### src/rtl/bm_fifo_uart_tx_pkg.sv
// Shared definitions for the FIFO-fed UART transmitter: FSM encoding and
// parameter defaults.
package bm_fifo_uart_tx_pkg;

    localparam int DEF_CLKS_PER_BIT = 16;
    localparam int DEF_DATA_WIDTH   = 8;
    localparam int FRAME_COUNT_W    = 16;

    localparam logic [2:0] ST_IDLE   = 3'd0;
    localparam logic [2:0] ST_FETCH  = 3'd1;
    localparam logic [2:0] ST_LATCH  = 3'd2;
    localparam logic [2:0] ST_START  = 3'd3;
    localparam logic [2:0] ST_DATA   = 3'd4;
    localparam logic [2:0] ST_PARITY = 3'd5;
    localparam logic [2:0] ST_STOP   = 3'd6;

    typedef enum logic [2:0] {
        IDLE   = ST_IDLE,
        FETCH  = ST_FETCH,
        LATCH  = ST_LATCH,
        START  = ST_START,
        DATA   = ST_DATA,
        PARITY = ST_PARITY,
        STOP   = ST_STOP
    } state_t;

endpackage

### src/rtl/uart_bit_timer.sv
// Free-running bit-period counter; tick marks the last cycle of a serial bit,
// restart realigns the count to 0 on every FSM state change.
module uart_bit_timer
    import bm_fifo_uart_tx_pkg::*;
#(
    parameter int CLKS_PER_BIT = DEF_CLKS_PER_BIT
) (
    input  logic clock,
    input  logic reset,
    input  logic restart,
    output logic tick
);

    localparam int              CW   = $clog2(CLKS_PER_BIT);
    localparam logic [CW-1:0]   LAST = CW'(CLKS_PER_BIT - 1);

    logic [CW-1:0] r_count;

    // NOTE: clocked state uses non-blocking assignments so every register
    // samples pre-edge values and simulation order cannot matter.
    always_ff @(posedge clock) begin
        if (reset || restart) begin
            r_count <= '0;
        end else if (r_count == LAST) begin
            r_count <= '0;
        end else begin
            r_count <= r_count + CW'(1);
        end
    end

    assign tick = (r_count == LAST);

endmodule

### src/rtl/bm_fifo_uart_tx.sv
// UART transmitter that pulls one word per frame from an upstream synchronous
// FIFO (one-cycle read latency) and serialises it LSB first.
module bm_fifo_uart_tx
    import bm_fifo_uart_tx_pkg::*;
#(
    parameter int                        CLKS_PER_BIT     = DEF_CLKS_PER_BIT,
    parameter int                        DATA_WIDTH       = DEF_DATA_WIDTH,
    parameter bit                        PARITY_EN        = 1'b0,
    // Value frame_count takes on reset; left at 0 outside of wrap testing.
    parameter logic [FRAME_COUNT_W-1:0]  FRAME_COUNT_INIT = '0
) (
    input  logic                     clock,
    input  logic                     reset,
    input  logic                     fifo_empty,
    input  logic [DATA_WIDTH-1:0]    fifo_data,
    output logic                     fifo_read_n,
    output logic                     tx,
    output logic                     busy,
    output logic [FRAME_COUNT_W-1:0] frame_count
);

    localparam int               IDX_W    = $clog2(DATA_WIDTH + 1);
    localparam logic [IDX_W-1:0] LAST_BIT = IDX_W'(DATA_WIDTH - 1);

    state_t                   r_state;
    state_t                   w_next_state;
    logic [DATA_WIDTH-1:0]    r_shift;
    logic [DATA_WIDTH-1:0]    w_shift_next;
    logic [IDX_W-1:0]         r_bit_idx;
    logic                     r_parity;
    logic                     r_tx;
    logic                     w_tx_next;
    logic                     w_tick;
    logic                     w_restart;
    logic [FRAME_COUNT_W-1:0] r_frame_count;

    assign w_restart = (w_next_state != r_state);

    uart_bit_timer #(
        .CLKS_PER_BIT (CLKS_PER_BIT)
    ) u_bit_timer (
        .clock   (clock),
        .reset   (reset),
        .restart (w_restart),
        .tick    (w_tick)
    );

    always_ff @(posedge clock) begin
        if (reset) begin
            r_state <= IDLE;
        end else begin
            r_state <= w_next_state;
        end
    end

    // NOTE: every output of a combinational block gets a default first, so no
    // path leaves it unassigned and no latch is inferred.
    always_comb begin
        w_next_state = r_state;
        w_shift_next = r_shift;
        w_tx_next    = 1'b1;

        case (r_state)
            IDLE:    if (!fifo_empty) w_next_state = FETCH;
            FETCH:   w_next_state = LATCH;
            LATCH:   w_next_state = START;
            START:   if (w_tick) w_next_state = DATA;
            DATA:    if (w_tick && r_bit_idx == LAST_BIT)
                         w_next_state = PARITY_EN ? PARITY : STOP;
            PARITY:  if (w_tick) w_next_state = STOP;
            STOP:    if (w_tick) w_next_state = IDLE;
            default: w_next_state = IDLE;
        endcase

        if (r_state == LATCH) begin
            w_shift_next = fifo_data;
        end else if (r_state == DATA && w_tick) begin
            w_shift_next = r_shift >> 1;
        end

        // tx is registered from next-state values so the line changes exactly
        // on the edge that enters each bit period.
        case (w_next_state)
            START:   w_tx_next = 1'b0;
            DATA:    w_tx_next = w_shift_next[0];
            PARITY:  w_tx_next = r_parity;
            default: w_tx_next = 1'b1;
        endcase
    end

    always_ff @(posedge clock) begin
        if (reset) begin
            r_shift       <= '0;
            r_bit_idx     <= '0;
            r_parity      <= 1'b0;
            r_tx          <= 1'b1;
            r_frame_count <= FRAME_COUNT_INIT;
        end else begin
            r_shift <= w_shift_next;
            r_tx    <= w_tx_next;
            if (r_state == LATCH) begin
                r_parity  <= ^fifo_data;
                r_bit_idx <= '0;
            end else if (r_state == DATA && w_tick) begin
                r_bit_idx <= r_bit_idx + IDX_W'(1);
            end
            if (r_state == STOP && w_tick) begin
                r_frame_count <= r_frame_count + FRAME_COUNT_W'(1);
            end
        end
    end

    assign fifo_read_n = (r_state != FETCH);
    assign busy        = (r_state != IDLE);
    assign tx          = r_tx;
    assign frame_count = r_frame_count;

endmodule

### config.mk
export PLATFORM = sky130hd
export DESIGN_NAME = bm_fifo_uart_tx
export DESIGN_NICKNAME = d
export VERILOG_FILES = /design/src/rtl/bm_fifo_uart_tx_pkg.sv /design/src/rtl/uart_bit_timer.sv /design/src/rtl/bm_fifo_uart_tx.sv
export SDC_FILE = /design/constraint.sdc
export NUM_CORES = 1
export LEC_CHECK = 0
export ABC_AREA = 1
export BUFFER_PORTS_ARGS = -buffer_cell sky130_fd_sc_hd__buf_4
export CORE_ASPECT_RATIO = 1.75
export CORE_UTILIZATION = 59
export CTS_BUF_LIST = sky130_fd_sc_hd__clkbuf_8
export DETAILED_ROUTE_END_ITERATION = 8
export GPL_TIMING_DRIVEN = 0
export PLACE_DENSITY = 0.82
export REMOVE_ABC_BUFFERS = 1
export SLEW_MARGIN = 25
export SYNTH_ARGS = -nofsm -noshare
export SYNTH_HDL_FRONTEND = slang
export SYNTH_HIERARCHICAL = 1
export SYNTH_SLANG_ARGS = --single-unit
### constraint.sdc
create_clock -name clock -period 2.1 [get_ports clock]
set_clock_uncertainty 0.15 [all_clocks]
set_input_delay 0.105 -clock clock [delete_from_list [all_inputs] [get_ports clock]]
set_output_delay 0.105 -clock clock [all_outputs]
set_load 0.05 [all_outputs]
* After elaboration in Yosys (flattened, before gate mapping)
Cells that the tools add are included.
** Storage, ports and cells
- Flip-flop bits (word level) :: 37
- Output and inout port bits :: 19
** Cells by class
- $add $sub $neg :: 3
- Eq/ne operators :: 13
- Mux-type cells :: 9
- Reductions and logical operators :: 10
** Operator list (number)
- case mux 3 bit (7 select lines) :: 1
- adder 16 x 1 -> 16 bit (second input constant) :: 1
- 2-to-1 mux 8 bit :: 2
- == test 3 bit (second input constant) :: 5
- 2-to-1 mux 3 bit :: 5
- == test 3 x 2 -> 1 bit (second input constant) :: 3
- adder 4 x 1 -> 4 bit (second input constant) :: 2
- XOR reduction 8 bit :: 1
- == test 4 x 3 -> 1 bit (second input constant) :: 1
- == test 4 bit (second input constant) :: 1
- OR reduction 2 bit :: 2
- == test 3 x 1 -> 1 bit (second input constant) :: 1
- logical AND 1 bit :: 3
- zero test 3 bit :: 1
- inequality test 3 x 1 -> 1 bit (second input constant) :: 1
- inequality test 3 bit :: 1
- case mux 1 bit (3 select lines) :: 1
- nonzero test 3 bit :: 1
- nonzero test 2 bit :: 1
- logical OR 1 bit :: 1

* Depth between registers and ports, before layout
- Word-level depth :: 7
- Mapped depth :: 14
- Mapped depth without buffers :: 14

* Hierarchy
The synthesis kept the hierarchy.
** By module, submodules not included
- bm_fifo_uart_tx :: sequential area each 660.6 um^2, cells an instance 285, times used 1, area each 1860.5 um^2
- uart_bit_timer :: sequential area each 80.1 um^2, cells an instance 19, times used 1, area each 166.4 um^2

* Least setup slack after synthesis
OpenSTA, ideal clock, no wires.
- Path type :: register to register
- Start point :: reg u_bit_timer.r_count[0]
- End point :: reg u_bit_timer.r_count[3]
- Arrival :: 1692 ps
- Path buffers :: 0
- Clock period less this slack :: 1912 ps
- Slack :: 188 ps
- Cell stages (with the launch flop) :: 14
- Required time :: 1880 ps
- Path through :: dfxtp_1 -> ha_1 -> nand3_2 -> inv_1 -> nand2_2 -> inv_1 -> nand2_2 -> nor3_1 -> nor2_1 -> nor2_1 -> o21ai_1 -> nor2_1 -> nand2_2 -> a21oi_1
** On the way
- Cells in the longest elaborated chain, start to end :: 7
** RTL lines
- from (decl) :: line uart_bit_timer.sv:17 : logic [CW-1:0] r_count;
- from (signal assigned) :: line uart_bit_timer.sv:27 : r_count <= r_count + CW'(1);
- == test 4 bit (*) :: line uart_bit_timer.sv:31 : assign tick = (r_count == LAST);
- via w_tick :: line bm_fifo_uart_tx.sv:33 : logic w_tick;
- logical AND 1 bit :: line bm_fifo_uart_tx.sv:68 : DATA: if (w_tick && r_bit_idx == LAST_BIT)
- 2-to-1 mux 3 bit :: line bm_fifo_uart_tx.sv:68
- case mux 3 bit (7 select lines) (*) :: line bm_fifo_uart_tx.sv:63 : case (r_state)
- inequality test 3 bit (*) :: line bm_fifo_uart_tx.sv:37 : assign w_restart = (w_next_state != r_state);
- via w_restart :: line bm_fifo_uart_tx.sv:34 : logic w_restart;
- logical OR 1 bit (*) :: line uart_bit_timer.sv:22 : if (reset || restart) begin
- OR reduction 2 bit (no source line) (*)
The timed path passes the listed nets; every way through them passes the cells marked *.
A chain may end at the register's enable or synchronous reset.

* Worst setup path in the final report
- Start point :: reg u_bit_timer.r_count[0]
- End point :: reg r_frame_count[13], in the netlist frame_count[13]
** On the way
- Cells in the longest elaborated chain, start to end :: 2
** RTL lines
- == test 4 bit :: line uart_bit_timer.sv:31
- via w_tick :: line bm_fifo_uart_tx.sv:33
- logical AND 1 bit :: line bm_fifo_uart_tx.sv:107 : if (r_state == STOP && w_tick) begin
- to (signal assigned) :: line bm_fifo_uart_tx.sv:108 : r_frame_count <= r_frame_count + FRAME_COUNT_W'(1);
- to (decl) :: line bm_fifo_uart_tx.sv:35 : logic [FRAME_COUNT_W-1:0] r_frame_count;
The timed path passes the listed nets, and every way through them passes these cells.

==> results.json <==
{
  "status": "completed",
  "diodes": 0,
  "cp_cell_sequence": "ha_4 > nand3_2 > inv_4 > nand2_4 > nor2_4 > nand4_4 > nor2_4 > nand3_1 > nand2_1 > nor2_1",
  "cp.depth": 10,
  "critPathKind": "reg2reg",
  "synth_ff_type": "dfxtp_1",
  "slowest_stage": "dfxtp_4",
  "wire_per_inst_um": 11.83,
  "place_ws_ps": -129.3,
  "crit_arrival_ps": 1980,
  "path_buf_inv": 1,
  "drt_wl_total_um": 4589,
  "startpoint_type": "flip-flop",
  "drc_errors": 0,
  "setup.worst_path.end_class": "flip-flop",
  "postRouteAntennaNets": 0,
  "ys_warn_count": 6,
  "p_comb_share_pct": 16.2,
  "area_growth_pct": 22.59,
  "yosysTopAreaCellShare_pct": 36.54,
  "cp_common_cell": "nor2_4",
  "die_area_sq_um": 3683,
  "finalWeightedCongestion": 0.8895,
  "max_stage_delay_ps": 370,
  "synth_common_cells": "nand2_1 (98), nor2_1 (40), dfxtp_1 (37)",
  "post_cts_buffers": 0,
  "power_density_nw_per_um2": 584.9,
  "dp_hpwl_um": 3230,
  "initialDrtViolationCount": 41,
  "htreeDepth": 2,
  "dieWidth_um": 46.31,
  "nets": 358,
  "postLayoutCoreUtil_pct": 77.43,
  "cts_tree": "built",
  "synth.most_common_cell": "nand2_1",
  "ys_seq_area_share_pct": 36.54,
  "clock.fmax_mhz": 512.4,
  "grt_pass1_vias": 1975,
  "internal-power_w": 0.001038,
  "hold_viol": 0,
  "rsz0062_at_grt": "true",
  "grt_pass1_wl_um": 7755,
  "place_area_sq_um": 2271,
  "clkTransAtPathRegs_ps": 70,
  "leakage_nw": 1.086,
  "finalSetupViolations": 0,
  "grt_util_all_layers_pct": 28.27,
  "clock_power_share_pct": 32.6,
  "clockBufferDepth": 2,
  "finalCritPeriodShare_pct": 92.94,
  "synthCells": 304,
  "grt_max_degree": 19,
  "drt_pre_antenna_iters": 4,
  "r2r_cells": 10,
  "slew_viol_final": 0,
  "max_cap_viol_count": 0,
  "synthArstFlopShare_pct": 0,
  "tightest_slew_ps": 444.6,
  "netlist_top_cells_area": "dfxtp_1 (37%), nand2_1 (18%), nor2_1 (7.4%)",
  "row_count": 27,
  "cts_buffers": 5,
  "fin_area_sq_um": 2485,
  "min_path_type": "in2reg",
  "layout-drive-gt1-share_pct": 17.68,
  "antenna_found_initial": 0,
  "synth_edf_count": 0,
  "min_path_cells": 5,
  "ir_drop_v": 0.0005191,
  "multi_input_area_sq_um": 1172,
  "required_ps": 2130,
  "io_buffers": 29,
  "io_pins": 30,
  "via_per_inst": 5.276,
  "synth_top_area_cell": "dfxtp_1",
  "cp_top_family": "simple AND/OR/NAND/NOR gates",
  "ys_ff_latch": 37,
  "worstSkewPairLatency_ps": 280,
  "seq_area_sq_um": 745.7,
  "start_util_pct": 63.16,
  "slew_headroom_pct": 70.33,
  "p_switching_w": 0.0004155,
  "ys_types": 28,
  "fill_cells": 267,
  "p_sw_share_pct": 28.59,
  "p_seq_share_pct": 51.2,
  "crit_path_max_fanout": 12,
  "grt_overflow": 0,
  "min_period_ps": 1952,
  "cts_root_buffer": "clkbuf_8",
  "syn-cell-area_sq_um": 2027,
  "via_count": 2047,
  "core_sq_um": 3209,
  "die_h_um": 79.54,
  "timing.final.ws_setup_ps": 148.2,
  "clkSinkCount": 37,
  "avgSynthCellArea_sq_um": 6.668
}
-- final cells by class --
| type | count | area share (%) |
|---|---|---|
| clock buffer | 5 | 2.769 |
| clock inverter | 3 | 0.5539 |
| inverter | 32 | 4.935 |
| multi-input combinational | 230 | 47.18 |
| sequential | 37 | 30.01 |
| tap | 43 | 2.165 |
| timing repair buffer | 38 | 12.39 |
-- cells in the final DEF, fill, tap and decap left out, types with 8 or more instances in the layout --
master          n
nand3_1        14
nand2_1        98
dlygate4sd3_1   9
buf_4          29
nor2_1         40
a31oi_1         8
dfxtp_1        35
o21ai_0         9
inv_1          27
a21oi_1        20
-- routing by layer --
| metal | GRT usage, % | up-vias | part of all wire [%] |
|---|---|---|---|
| met3 | 4.525 | 12 | 3.0 |
| met5 | 0 | - | 0 |
| met2 | 52.36 | 50 | 57 |
| met4 | 13.82 | 0 | 2.7 |
| met1 | 27.74 | 935 | 38 |
| li1 | - | 1050 | - |
-- sequential cells by signal, indices dropped and copies added, names as in the netlist --
name and count:
r_state 3, tx 1, frame_count 16, u_bit_timer/r_count 4, r_parity 1, r_shift 8, r_bit_idx 4
-- worst reg2reg max path: cells and delay by family (launching register included) --
family | cells | cell delay (ps)
flops | 1 | 370
simple gates | 8 | 1070
fa+ha+maj | 1 | 140
buf+inv | 1 | 110
-- power by group through the flow --
| stage | Combinational (W) | Sequential [W] | Clock [W] |
|---|---|---|---|
| after floorplan | 0.000146 | 0.000759 | 0 |
| after global placement | 0.000212 | 0.000757 | 0 |
| after detailed placement | 0.000215 | 0.000757 | 0 |
| after CTS | 0.000229 | 0.000742 | 0.000483 |
| after global routing | 0.000264 | 0.000747 | 0.000509 |
| final | 0.000236 | 0.000744 | 0.000473 |
-- metrics by stage --
stage / hold WS (ps) / instances / TNS (ps) / power (W)
2_1_floorplan: 24.07 / 299 / 0 / 0.0009056
3_3_place_gp: 249.8 / 371 / -243.7 / 0.0009691
3_5_place_dp: 254.1 / 371 / -604.4 / 0.0009725
4_1_cts: 130.2 / 388 / 0 / 0.001455
5_1_grt: 198.5 / 388 / -21.55 / 0.001519
6_report: 134.8 / 388 / 0 / 0.001453
-- cells by family (layout without fill, tap and decap cells) --
family / after synthesis / after routing / synth area share, %
xor+xnor: 10 / 10 / 4.321
simple gates: 175 / 175 / 38.76
fa+ha+maj: 3 / 3 / 1.852
compound gates: 42 / 42 / 11.23
buf+inv: 37 / 78 / 7.283
flops: 37 / 37 / 36.54
-- worst paths after layout --
path	startpoint	end	slack (ps)
worst max-delay path	u_bit_timer/r_count[0]	frame_count[13]	150
worst min-delay path	fifo_empty	r_state[0]	130
worst max register to register	u_bit_timer/r_count[0]	frame_count[13]	150
worst min register to register	u_bit_timer/r_count[0]	u_bit_timer/r_count[0]	300
-- repair_timing --
| item | in CTS | in global routing |
|---|---|---|
| hold buffers | 9 | 0 |
| endpoints found under the hold margin | 13 | 0 |
| gates cloned | 0 | 0 |
| pin swaps | 0 | 4 |
| resized for setup | 4 | 8 |
| endpoints found under the setup margin | 8 | 9 |
Power figures use the tool's default switching activity.
